File: src/rtl/mem_port_arbiter_if.sv
// Bundle between the fetch requester, the data requester, the arbiter and memory2c.
interface mem_port_arbiter_if #(
   parameter int unsigned ADDR_W = 32,
   parameter int unsigned DATA_W = 32
);
   // fetch requester
   logic              if_req;
   logic [ADDR_W-1:0] if_addr;
   logic              if_gnt;
   logic              if_rvalid;
   logic [DATA_W-1:0] if_rdata;
   // data requester
   logic              d_req;
   logic              d_wr;
   logic [ADDR_W-1:0] d_addr;
   logic [DATA_W-1:0] d_wdata;
   logic              d_gnt;
   logic              d_rvalid;
   logic [DATA_W-1:0] d_rdata;
   // memory2c side
   logic              mem_enable;
   logic              mem_wr;
   logic [ADDR_W-1:0] mem_addr;
   logic [DATA_W-1:0] mem_data_in;
   logic [DATA_W-1:0] mem_data_out;

   // arbiter side
   modport slave (
      input  if_req, if_addr, d_req, d_wr, d_addr, d_wdata, mem_data_out,
      output if_gnt, if_rvalid, if_rdata, d_gnt, d_rvalid, d_rdata,
      output mem_enable, mem_wr, mem_addr, mem_data_in
   );

   // requesters and memory side
   modport master (
      output if_req, if_addr, d_req, d_wr, d_addr, d_wdata, mem_data_out,
      input  if_gnt, if_rvalid, if_rdata, d_gnt, d_rvalid, d_rdata,
      input  mem_enable, mem_wr, mem_addr, mem_data_in
   );
endinterface

File: src/rtl/mem_port_arbiter.sv
// Shares one memory2c port between instruction fetch and data load/store.
// Data has priority; a wait counter forces a fetch grant after MAX_WAIT data wins.
module mem_port_arbiter #(
   parameter int unsigned ADDR_W   = 32,
   parameter int unsigned DATA_W   = 32,
   parameter int unsigned MEM_LAT  = 1,
   parameter int unsigned MAX_WAIT = 4
) (
   input  logic                clk,
   input  logic                reset,
   mem_port_arbiter_if.slave   bus
);
   localparam int unsigned CNT_W = 4;
   localparam logic [CNT_W-1:0] LAT_LAST = CNT_W'(MEM_LAT - 1);
   localparam logic [CNT_W-1:0] WAIT_MAX = CNT_W'(MAX_WAIT);

   typedef enum logic {IDLE = 1'b0, BUSY = 1'b1} state_t;

   state_t            state_q, state_d;
   logic [CNT_W-1:0]  lat_q, lat_d;
   logic [CNT_W-1:0]  wait_q, wait_d;
   logic              owner_q, owner_d;   // 1 = data access in flight
   logic              wr_q, wr_d;
   logic [ADDR_W-1:0] addr_q, addr_d;
   logic [DATA_W-1:0] wdata_q, wdata_d;
   logic              if_rvalid_q, if_rvalid_d;
   logic              d_rvalid_q, d_rvalid_d;
   logic [DATA_W-1:0] if_rdata_q, if_rdata_d;
   logic [DATA_W-1:0] d_rdata_q, d_rdata_d;
   logic              grant_d_c, grant_if_c, last_c;

   // Next-state, grant decision, latency/wait counters and response capture.
   always_comb begin
      state_d     = state_q;
      lat_d       = lat_q;
      wait_d      = wait_q;
      owner_d     = owner_q;
      wr_d        = wr_q;
      addr_d      = addr_q;
      wdata_d     = wdata_q;
      if_rvalid_d = 1'b0;
      d_rvalid_d  = 1'b0;
      if_rdata_d  = if_rdata_q;
      d_rdata_d   = d_rdata_q;
      grant_d_c   = 1'b0;
      grant_if_c  = 1'b0;
      last_c      = 1'b0;

      case (state_q)
         IDLE: begin
            if (!reset) begin
               if (bus.d_req && !(bus.if_req && (wait_q == WAIT_MAX))) begin
                  grant_d_c = 1'b1;
               end else if (bus.if_req) begin
                  grant_if_c = 1'b1;
               end
            end

            if (!bus.if_req || grant_if_c) begin
               wait_d = '0;
            end else if (grant_d_c && (wait_q != WAIT_MAX)) begin
               wait_d = wait_q + CNT_W'(1);
            end

            if (grant_d_c || grant_if_c) begin
               state_d = BUSY;
               lat_d   = '0;
               owner_d = grant_d_c;
               wr_d    = grant_d_c & bus.d_wr;
               addr_d  = grant_d_c ? bus.d_addr : bus.if_addr;
               wdata_d = grant_d_c ? bus.d_wdata : '0;
            end
         end

         BUSY: begin
            if (lat_q == LAT_LAST) begin
               last_c  = 1'b1;
               state_d = IDLE;
               if (owner_q) begin
                  d_rvalid_d = 1'b1;
                  d_rdata_d  = wr_q ? '0 : bus.mem_data_out;
               end else begin
                  if_rvalid_d = 1'b1;
                  if_rdata_d  = bus.mem_data_out;
               end
            end else begin
               lat_d = lat_q + CNT_W'(1);
            end
         end

         default: state_d = IDLE;
      endcase
   end

   // State and datapath registers; reset abandons any access in flight.
   always_ff @(posedge clk) begin
      if (reset) begin
         state_q     <= IDLE;
         lat_q       <= '0;
         wait_q      <= '0;
         owner_q     <= 1'b0;
         wr_q        <= 1'b0;
         addr_q      <= '0;
         wdata_q     <= '0;
         if_rvalid_q <= 1'b0;
         d_rvalid_q  <= 1'b0;
         if_rdata_q  <= '0;
         d_rdata_q   <= '0;
      end else begin
         state_q     <= state_d;
         lat_q       <= lat_d;
         wait_q      <= wait_d;
         owner_q     <= owner_d;
         wr_q        <= wr_d;
         addr_q      <= addr_d;
         wdata_q     <= wdata_d;
         if_rvalid_q <= if_rvalid_d;
         d_rvalid_q  <= d_rvalid_d;
         if_rdata_q  <= if_rdata_d;
         d_rdata_q   <= d_rdata_d;
      end
   end

   // Grants are combinational handshakes; the write strobe fires only in the final BUSY cycle.
   assign bus.if_gnt      = grant_if_c;
   assign bus.d_gnt       = grant_d_c;
   assign bus.mem_enable  = (state_q == BUSY) & ~reset;
   assign bus.mem_wr      = last_c & owner_q & wr_q & ~reset;
   assign bus.mem_addr    = addr_q;
   assign bus.mem_data_in = wdata_q;
   assign bus.if_rvalid   = if_rvalid_q;
   assign bus.if_rdata    = if_rdata_q;
   assign bus.d_rvalid    = d_rvalid_q;
   assign bus.d_rdata     = d_rdata_q;

endmodule
File: src/flat_wrapper.sv
// flat-port wrapper written by rule: the top's interface ports become plain ports
module mem_port_arbiter_flat 
#(
   parameter int unsigned ADDR_W   = 32,
   parameter int unsigned DATA_W   = 32,
   parameter int unsigned MEM_LAT  = 1,
   parameter int unsigned MAX_WAIT = 4
)
  (clk, reset, bus_if_req, bus_if_addr, bus_d_req, bus_d_wr, bus_d_addr, bus_d_wdata, bus_mem_data_out, bus_if_gnt, bus_if_rvalid, bus_if_rdata, bus_d_gnt, bus_d_rvalid, bus_d_rdata, bus_mem_enable, bus_mem_wr, bus_mem_addr, bus_mem_data_in);
  mem_port_arbiter_if #(.ADDR_W(ADDR_W), .DATA_W(DATA_W)) bus_i ();
  input  logic clk;
  input  logic reset;
  input wire logic [$bits(bus_i.if_req)-1:0] bus_if_req;
  input wire logic [$bits(bus_i.if_addr)-1:0] bus_if_addr;
  input wire logic [$bits(bus_i.d_req)-1:0] bus_d_req;
  input wire logic [$bits(bus_i.d_wr)-1:0] bus_d_wr;
  input wire logic [$bits(bus_i.d_addr)-1:0] bus_d_addr;
  input wire logic [$bits(bus_i.d_wdata)-1:0] bus_d_wdata;
  input wire logic [$bits(bus_i.mem_data_out)-1:0] bus_mem_data_out;
  output wire logic [$bits(bus_i.if_gnt)-1:0] bus_if_gnt;
  output wire logic [$bits(bus_i.if_rvalid)-1:0] bus_if_rvalid;
  output wire logic [$bits(bus_i.if_rdata)-1:0] bus_if_rdata;
  output wire logic [$bits(bus_i.d_gnt)-1:0] bus_d_gnt;
  output wire logic [$bits(bus_i.d_rvalid)-1:0] bus_d_rvalid;
  output wire logic [$bits(bus_i.d_rdata)-1:0] bus_d_rdata;
  output wire logic [$bits(bus_i.mem_enable)-1:0] bus_mem_enable;
  output wire logic [$bits(bus_i.mem_wr)-1:0] bus_mem_wr;
  output wire logic [$bits(bus_i.mem_addr)-1:0] bus_mem_addr;
  output wire logic [$bits(bus_i.mem_data_in)-1:0] bus_mem_data_in;
  assign bus_i.if_req = bus_if_req;
  assign bus_i.if_addr = bus_if_addr;
  assign bus_i.d_req = bus_d_req;
  assign bus_i.d_wr = bus_d_wr;
  assign bus_i.d_addr = bus_d_addr;
  assign bus_i.d_wdata = bus_d_wdata;
  assign bus_i.mem_data_out = bus_mem_data_out;
  assign bus_if_gnt = bus_i.if_gnt;
  assign bus_if_rvalid = bus_i.if_rvalid;
  assign bus_if_rdata = bus_i.if_rdata;
  assign bus_d_gnt = bus_i.d_gnt;
  assign bus_d_rvalid = bus_i.d_rvalid;
  assign bus_d_rdata = bus_i.d_rdata;
  assign bus_mem_enable = bus_i.mem_enable;
  assign bus_mem_wr = bus_i.mem_wr;
  assign bus_mem_addr = bus_i.mem_addr;
  assign bus_mem_data_in = bus_i.mem_data_in;
  mem_port_arbiter #(.ADDR_W(ADDR_W), .DATA_W(DATA_W), .MEM_LAT(MEM_LAT), .MAX_WAIT(MAX_WAIT)) u_core (.clk(clk), .reset(reset), .bus(bus_i));
endmodule
File: config.mk
export PLATFORM = sky130hd
export DESIGN_NAME = mem_port_arbiter_flat
export DESIGN_NICKNAME = d
export VERILOG_FILES = /design/src/rtl/mem_port_arbiter_if.sv /design/src/rtl/mem_port_arbiter.sv /design/src/flat_wrapper.sv
export SDC_FILE = /design/constraint.sdc
export NUM_CORES = 1
export LEC_CHECK = 0
export ABC_AREA = 1
export CAP_MARGIN = 20
export CORE_MARGIN = 3
export CORE_UTILIZATION = 38
export DETAILED_ROUTE_END_ITERATION = 8
export PLACE_DENSITY = 0.77
export SKIP_CTS_REPAIR_TIMING = 1
export SYNTH_ARGS = -nofsm -noshare
export SYNTH_HDL_FRONTEND = slang
export SYNTH_SLANG_ARGS = --single-unit
File: constraint.sdc
create_clock -name clk -period 1.4 [get_ports clk]
set_input_delay 0.21 -clock clk [delete_from_list [all_inputs] [get_ports clk]]
set_output_delay 0.21 -clock clk [all_outputs]
set_load 0.02 [all_outputs]
### Yosys cells after proc, flatten, opt, wreduce, memory -nomap -nowiden

Cells that the tools add are included.

* $add $sub $neg: 2
* equality and inequality tests: 4
* mux-type cells: 24
* bitwise logic cells: 9
* reductions and logical operators: 15

Operators by type and width (number)
* $mux 32: 3
* $mux 4: 4
* $mux 1: 15
* $add 4x1->4 const B: 2
* $pmux 4 s2: 1
* $reduce_and 2->1: 3
* $reduce_and 3->1: 2
* $and 1x1->1: 5
* $eq 4x3->1 const B: 1
* $logic_not 4->1: 1
* $ne 4x3->1 const B: 1
* $not 1->1: 4
* $logic_and 1x1->1: 3
* $reduce_or 3->1: 1
* $logic_not 1->1: 2
* $logic_or 1x1->1: 2
* $ne 2x1->1 const B: 1
* $ne 2x2->1 const B: 1
* $pmux 1 s2: 1
* $reduce_bool 2->1: 1

* bits in registers: 141
* output and inout bits: 134
* logic and storage cells: 65

### Logic depth before layout (Yosys ltp)

Gate-level depths: netlist of run 1.

* depth after elaboration: 10
* depth in mapped cells: 11
* depth with buffers taken out: 10

### Least setup slack after synthesis of run 1

No wires, ideal clock.

* path kind: flip-flop to output port
* start: register u_core.lat_q[0]
* end: output port bus_mem_wr
* arrival: 1331 ps
* slack: -141 ps
* cell stages (with the launch flop): 8
* buffers on the path: 1
* path through: dfxtp_1 -> inv_1 -> ha_1 -> nand2_1 -> nor2_4 -> nand3_2 -> clkbuf_1 -> nor2_1

* word-level cells in the longest chain between the ends: 6

RTL lines
* from (decl): line mem_port_arbiter.sv:20 `logic [CNT_W-1:0] lat_q, lat_d;`
* from (signal assigned): line mem_port_arbiter.sv:111 `lat_q <= lat_d;`
* $logic_not 4->1: line mem_port_arbiter.sv:76 `if (lat_q == LAT_LAST) begin`
* $mux 1: line mem_port_arbiter.sv:76
* $mux 1: line mem_port_arbiter.sv:49 `case (state_q)`
* $and 1x1->1 (3 in a row): line mem_port_arbiter.sv:128 `assign bus.mem_wr = last_c & owner_q & wr_q & ~reset;`
* to (decl): line flat_wrapper.sv:27 `output wire logic [$bits(bus_i.mem_wr)-1:0] bus_mem_wr;`

No other way between the ends.

### Worst setup path after layout of run 1

* start: register u_core.wait_q[1]
* end: output port bus_d_gnt

* word-level cells in the longest chain between the ends: 8

RTL lines
* from (decl): line mem_port_arbiter.sv:21 `logic [CNT_W-1:0] wait_q, wait_d;`
* from (signal assigned): line mem_port_arbiter.sv:112 `wait_q <= wait_d;`
* $eq 4x3->1: line mem_port_arbiter.sv:52 `if (bus.d_req && !(bus.if_req && (wait_q == WAIT_MAX))) begin`
* $logic_and 1x1->1: line mem_port_arbiter.sv:52
* $logic_not 1->1: line mem_port_arbiter.sv:52
* $logic_and 1x1->1: line mem_port_arbiter.sv:52
* $mux 1: line mem_port_arbiter.sv:52
* $mux 1: line mem_port_arbiter.sv:51 `if (!reset) begin`
* $mux 1 (2 in a row): line mem_port_arbiter.sv:49
* to (decl): line flat_wrapper.sv:23 `output wire logic [$bits(bus_i.d_gnt)-1:0] bus_d_gnt;`

No other way between the ends. The select of a mux whose other input is x is not followed.

==> results.sh, run 1 <==
export IMPL_die_area_mm2=0.0173
export IMPL_period_minus_slack_ns=1.75
export IMPL_critPathMaxStageDelay_ns=0.35
export IMPL_synth_top_area_frac=0.472
export IMPL_failed_checks="negative setup slack"
export IMPL_synth_xor_area_frac=0
export IMPL_vias=6740
export IMPL_cts_made_buffers=17
export IMPL_synth_cell_type_count=24
export IMPL_die_h_um=131
export IMPL_routed_wl_um=22200
export IMPL_critical_path_top_delay_family="simple AND/OR/NAND/NOR gates"
export IMPL_fin_nets=1238
export IMPL_ios=267
export IMPL_clk_latency_ns=0.42
export IMPL_grtUsageMet1=0.249
export IMPL_cp_arrival_ns=1.54
export IMPL_rr_endpoint="u_core.bus.if_rdata[13]"
export IMPL_yosysTopAreaCell="dfxtp_1"
export IMPL_reg2reg_depth=11
export IMPL_synth_cells=818
export IMPL_whs_path_depth=5
export IMPL_slew_headroom=0.632
export IMPL_vias_per_cell=5.09
export IMPL_slew_viol_final=0
export IMPL_cts_tree="yes"
export IMPL_gp_congestion=0.829
export IMPL_synth_edf_count=0
export IMPL_clk_pin_slew_ns=0.06
export IMPL_r2r_slack_ns=-0.20
export IMPL_path_cells="inv_2 > ha_4 > nand2_2 > nor2_1 > nor2_2 > nand3_2 > inv_2 > buf_6"
export IMPL_drive_gt1_frac=0.205
export IMPL_overflow=0
export IMPL_critPathSlowestCell="dfxtp_2"
export IMPL_port_buffer_count=266
export IMPL_syn_nets=955
export IMPL_detail_route_wl_per_cell_um=16.8
export IMPL_antenna_left=0
export IMPL_yosys_cell_count_top_type="nand2_1"
export IMPL_hp_start="reset"
export IMPL_hold_slack_ns=0.249
export IMPL_worstPathRequired_ns=1.19
export IMPL_crit_path_start_kind="register"
export IMPL_status="complete, but fails checks"
export IMPL_clk_path_buf_depth=2
export IMPL_top_usage_layer="met2"
export IMPL_nFillCells=1230
export IMPL_core_mm2=0.0153
export IMPL_synthArstFlopShare=0
export IMPL_drcViolationCount=0
export IMPL_max_freq_ghz=0.572
export IMPL_setup_violations=89
export IMPL_drtIter0Drc=272
export IMPL_synth_adder_area_share=0.00837
export IMPL_synth_area_mux_share=0
export IMPL_grt_pass1_wl_um=29600
export IMPL_die_w_um=131
export IMPL_grtUsageMet3=0.0674
export IMPL_cp_common_cell="inv_2"
export IMPL_pwr_density_cell_mw_per_mm2=1000
export IMPL_power_w=0.0108
export IMPL_critPathKind="reg2out"
export IMPL_area_delta_synth_final_pct=79.2
export IMPL_path_max_fanout=2
export IMPL_yosysSeqAreaShare=0.472
export IMPL_fin_cells=1325
export IMPL_hold_viol_final=0
export IMPL_crit_buf_inv=3
export IMPL_syn_area_mm2=0.00598
export IMPL_vdd_drop_max_uv=913
export IMPL_tightestPinTransition_ns=0.552
export IMPL_drv_cap=0
export IMPL_synth_compound_area_frac=0.0902
export IMPL_dp_cells=1276
export IMPL_dp_slack_ns=-0.583
export IMPL_grt_usage=0.208
export IMPL_endpoint_kind="output port"
export IMPL_antenna_found_initial=0
export IMPL_setup_ws_ns=-0.347
export IMPL_finalCritPeriodShare=1.25
export IMPL_fp_row_count=45
export IMPL_dr_pass1_iters=5
export IMPL_dp_hpwl_um=13300
export IMPL_leakage_nw=6.52
export IMPL_synthTopCellsByCount="nand2_1 (214), dfxtp_1 (141), nor2_1 (81), nand3_1 (77), a21oi_1 (71)"
export IMPL_hp_class="in2reg"
export IMPL_syn_mean_instance_area_um2=7.31
export IMPL_grt_setup_unrepaired="true"
export IMPL_crit_reg2reg_launch="u_core.lat_q[0]"
export IMPL_hold_end="u_core.owner_q"
export IMPL_clkSinkCount=141
export IMPL_synthSimpleGateAreaFrac=0.330
export IMPL_htree_levels=4
export IMPL_grt_pass1_vias=5940
export IMPL_grt_met2_usage=0.346
export IMPL_synth_ff_type="dfxtp_1"
export IMPL_skew_ns=0.00799
export IMPL_ys_seq_elements=141
export IMPL_grt_max_degree=41
export IMPL_antenna_cells=0
export IMPL_synth_area_leaders="dfxtp_1 (47%), nand2_1 (13%), nand4_1 (6.9%), nand3_1 (6.4%), a21oi_1 (5.9%)"
export IMPL_root_buffer="clkbuf_16"
export IMPL_yosys_warnings=0
export IMPL_synth_top_family_by_area="simple AND/OR/NAND/NOR gates"
export IMPL_start_util=0.390
==> power breakdown <==
part           internal (W)  switching (W)
combinational       0.00111        0.00123
sequential          0.00422       0.000105
clock               0.00231        0.00178
total               0.00764        0.00311
==> through the flow <==
step / util / instance area [um^2] / setup TNS, ns
global placement: 0.588 / 9000 / -26.51
detailed placement: 0.588 / 9000 / -26.73
finish: 0.700 / 10700 / -10.15
floorplan: - / 5990 / 0
global route: 0.700 / 10700 / -18.67
CTS: 0.623 / 9530 / -41.79
==> worst register-to-register path: cells and delay by family, from the launching register on <==
family	cells	cell delay, ns
simple gates	4	0.35
buf+inv	5	0.60
flops	1	0.32
compound gates	1	0.14
fa+ha+maj	1	0.13
==> cell families (layout without fill, tap and decap cells) <==
| group | after synthesis | after routing |
|---|---|---|
| simple gates | 446 | 446 |
| flops | 141 | 141 |
| buf+inv | 120 | 416 |
| compound gates | 107 | 107 |
| fa+ha+maj | 4 | 4 |
==> area by class of cell <==
class	count	area (um^2)	share of cell area
Clock buffer	19	443	0.0413
Inverter	54	218	0.0203
Timing Repair Buffer	330	3750	0.350
Sequential cell	141	2830	0.264
Clock inverter	13	92.6	0.00864
Multi-Input combinational cell	557	3120	0.291
Tap cell	211	264	0.0246
==> sequential cells by signal, summed over array words and instances, names as in the netlist <==
signal,count
u_core.bus.d_rdata,32
u_core.bus.if_rdata,32
u_core.bus.mem_addr,32
u_core.bus.mem_data_in,32
u_core.lat_q,4
u_core.wait_q,4
u_core.bus.d_rvalid,1
u_core.bus.if_rvalid,1
u_core.owner_q,1
u_core.state_q,1
u_core.wr_q,1
==> worst max-delay path by stage <==
stage,start,to,depth (start not counted)
3_3_place_gp,bus_if_req,bus_if_gnt,8
2_1_floorplan,u_core.lat_q[0],bus_mem_wr,7
6_report,u_core.wait_q[1],bus_d_gnt,8
4_1_cts,u_core.wait_q[0],bus_d_gnt,8
5_1_grt,u_core.wait_q[1],bus_d_gnt,8
3_5_place_dp,bus_if_req,bus_if_gnt,8
==> layout by cell type (no fill, tap or decap), drive strengths merged, types with 4 or more instances in the layout <==
cell,n
clkbuf,25
nand4,66
clkinv,7
dfxtp,141
a21oi,71
buf,63
ha,4
nor2,84
dlymetal6s2s,130
clkdlybuf4s50,131
nand3,79
inv,55
clkinvlp,5
o21ai,36
nand2,216
==> metal layers <==
metal	up-vias	share of wire
met2	267	0.50
met3	53	0.071
met4	0	0.030
met5	-	0
li1	3266	-
met1	3154	0.40
No activity file was read; power rests on OpenSTA's default activity.
==> run 2: changes to the inputs <==
- PLACE_DENSITY: 0.77 -> 0.8
==> results.sh, run 2 (synthesis results as in run 1) <==
export IMPL_grt_setup_unrepaired="true"
export IMPL_antenna_left=0
export IMPL_vias_per_cell=4.94
export IMPL_crit_path_start_kind="register"
export IMPL_skew_ns=0.0103
export IMPL_multiInputGateArea_mm2=0.00272
export IMPL_clkSinkCount=141
export IMPL_detail_route_wl_per_cell_um=15.2
export IMPL_routed_wl_um=19800
export IMPL_core_mm2=0.0153
export IMPL_vdd_drop_max_uv=811
export IMPL_drv_cap=0
export IMPL_drtIter0Drc=359
export IMPL_cts_made_buffers=17
export IMPL_vias=6468
export IMPL_area_delta_synth_final_pct=69.3
export IMPL_final_util=0.661
export IMPL_final_cell_mix="nand2_1 (210), dfxtp_1 (137), clkdlybuf4s50_1 (131)"
export IMPL_drive_gt1_frac=0.123
export IMPL_final_common_cell="nand2_1"
export IMPL_r2r_slack_ns=-0.23
export IMPL_whs_path_depth=3
export IMPL_root_buffer="clkbuf_16"
export IMPL_grt_pass1_vias=6003
export IMPL_placed_area_mm2=0.00898
export IMPL_status="complete, but fails checks"
export IMPL_path_cells="inv_2 > ha_4 > nand2_4 > nor2_1 > nor2_2 > nand3_1 > inv_1 > buf_4"
export IMPL_leakage_nw=6.22
export IMPL_port_buffer_count=266
export IMPL_period_minus_slack_ns=1.73
export IMPL_p_switching_w=0.00301
export IMPL_grt_usage=0.214
export IMPL_setup_ws_ns=-0.331
export IMPL_dp_hpwl_um=13000
export IMPL_overflow=0
export IMPL_fin_nets=1221
export IMPL_die_w_um=131
export IMPL_seq_area_mm2=0.00283
export IMPL_grt_max_degree=53
export IMPL_clk_pin_slew_ns=0.06
export IMPL_hp_class="in2reg"
export IMPL_path_max_fanout=2
export IMPL_ios=267
export IMPL_power_w=0.0111
export IMPL_internal_power_w=0.00813
export IMPL_worstPathRequired_ns=1.19
export IMPL_slew_headroom=0.606
export IMPL_dr_pass1_iters=5
export IMPL_die_area_mm2=0.0173
export IMPL_critPathKind="reg2out"
export IMPL_clkPwrFrac=0.424
export IMPL_gp_congestion=0.818
export IMPL_nFillCells=1296
export IMPL_antenna_found_initial=0
export IMPL_slew_viol_final=0
export IMPL_cts_tree="yes"
export IMPL_finalCritPeriodShare=1.24
export IMPL_drcViolationCount=0
export IMPL_pwr_density_cell_mw_per_mm2=1100
export IMPL_grt_pass1_wl_um=30400
export IMPL_hold_viol_final=0
export IMPL_reg2reg_depth=12
export IMPL_max_freq_ghz=0.578
export IMPL_htree_levels=4
export IMPL_clk_latency_ns=0.41
export IMPL_failed_checks="negative setup slack"
export IMPL_critPathMaxStageDelay_ns=0.34
export IMPL_swShare=0.270
export IMPL_fp_row_count=45
export IMPL_critPathSlowestCell="dfxtp_2"
export IMPL_antenna_cells=0
export IMPL_start_util=0.390
export IMPL_setup_violations=82
export IMPL_cp_arrival_ns=1.52
export IMPL_tightestPinTransition_ns=0.590
export IMPL_die_h_um=131
export IMPL_final_area_mm2=0.0101
export IMPL_dp_slack_ns=-0.539
export IMPL_pwr_share_comb=0.188
export IMPL_endpoint_kind="output port"
export IMPL_seqPwrFrac=0.388
export IMPL_clk_path_buf_depth=2
-- run 2: path summary, 6_finish.rpt --
kind,start,to
worst max-delay path,u_core.wait_q[0],bus_d_gnt
worst min-delay path,reset,u_core.wait_q[1]
worst max register to register,u_core.wait_q[0],u_core.bus.mem_addr[31]
worst min register to register,u_core.bus.mem_data_in[6],u_core.bus.mem_data_in[6]
-- run 2: worst max-delay path: cells and delay by family, from the launching register on --
kind                       cells  cell delay (ns)
buffers and inverters          3             0.26
and+or+nand+nor                4             0.37
DFF                            1             0.34
adders and majority gates      1             0.16
-- run 2: area by class of cell --
class                   instances  share of cell area
flip-flops and latches        141               0.279
clock buffers                  19              0.0437
inverters                      54              0.0205
repair buffers                313               0.344
clock inverters                13              0.0175
well taps                     211              0.0261
multi-input cells             557               0.269
-- run 2: power by group through the flow --
stage / registers (W) / logic [W] / clock network, W
after floorplan: 0.00464 / 0.000773 / 0
after global placement: 0.00441 / 0.00202 / 0
after detailed placement: 0.00441 / 0.00204 / 0
after CTS: 0.00433 / 0.00205 / 0.00484
after global routing: 0.00435 / 0.00227 / 0.00500
final: 0.00433 / 0.00210 / 0.00472
-- run 2: through the flow --
stage	cells	setup TNS [ns]	hold WS, ns
2_1_floorplan	818	0	0.353
3_3_place_gp	1273	-29.67	0.452
3_5_place_dp	1273	-29.62	0.455
4_1_cts	1305	-44.94	0.281
5_1_grt	1308	-19.46	0.308
6_report	1308	-7.85	0.296
-- run 2: layer usage --
metal,GRT usage,share of wire,vias to the layer above
li1,-,-,3223
met1,0.261,0.43,2984
met2,0.355,0.48,225
met3,0.0658,0.063,36
met4,0.0788,0.026,0
met5,0,0,-
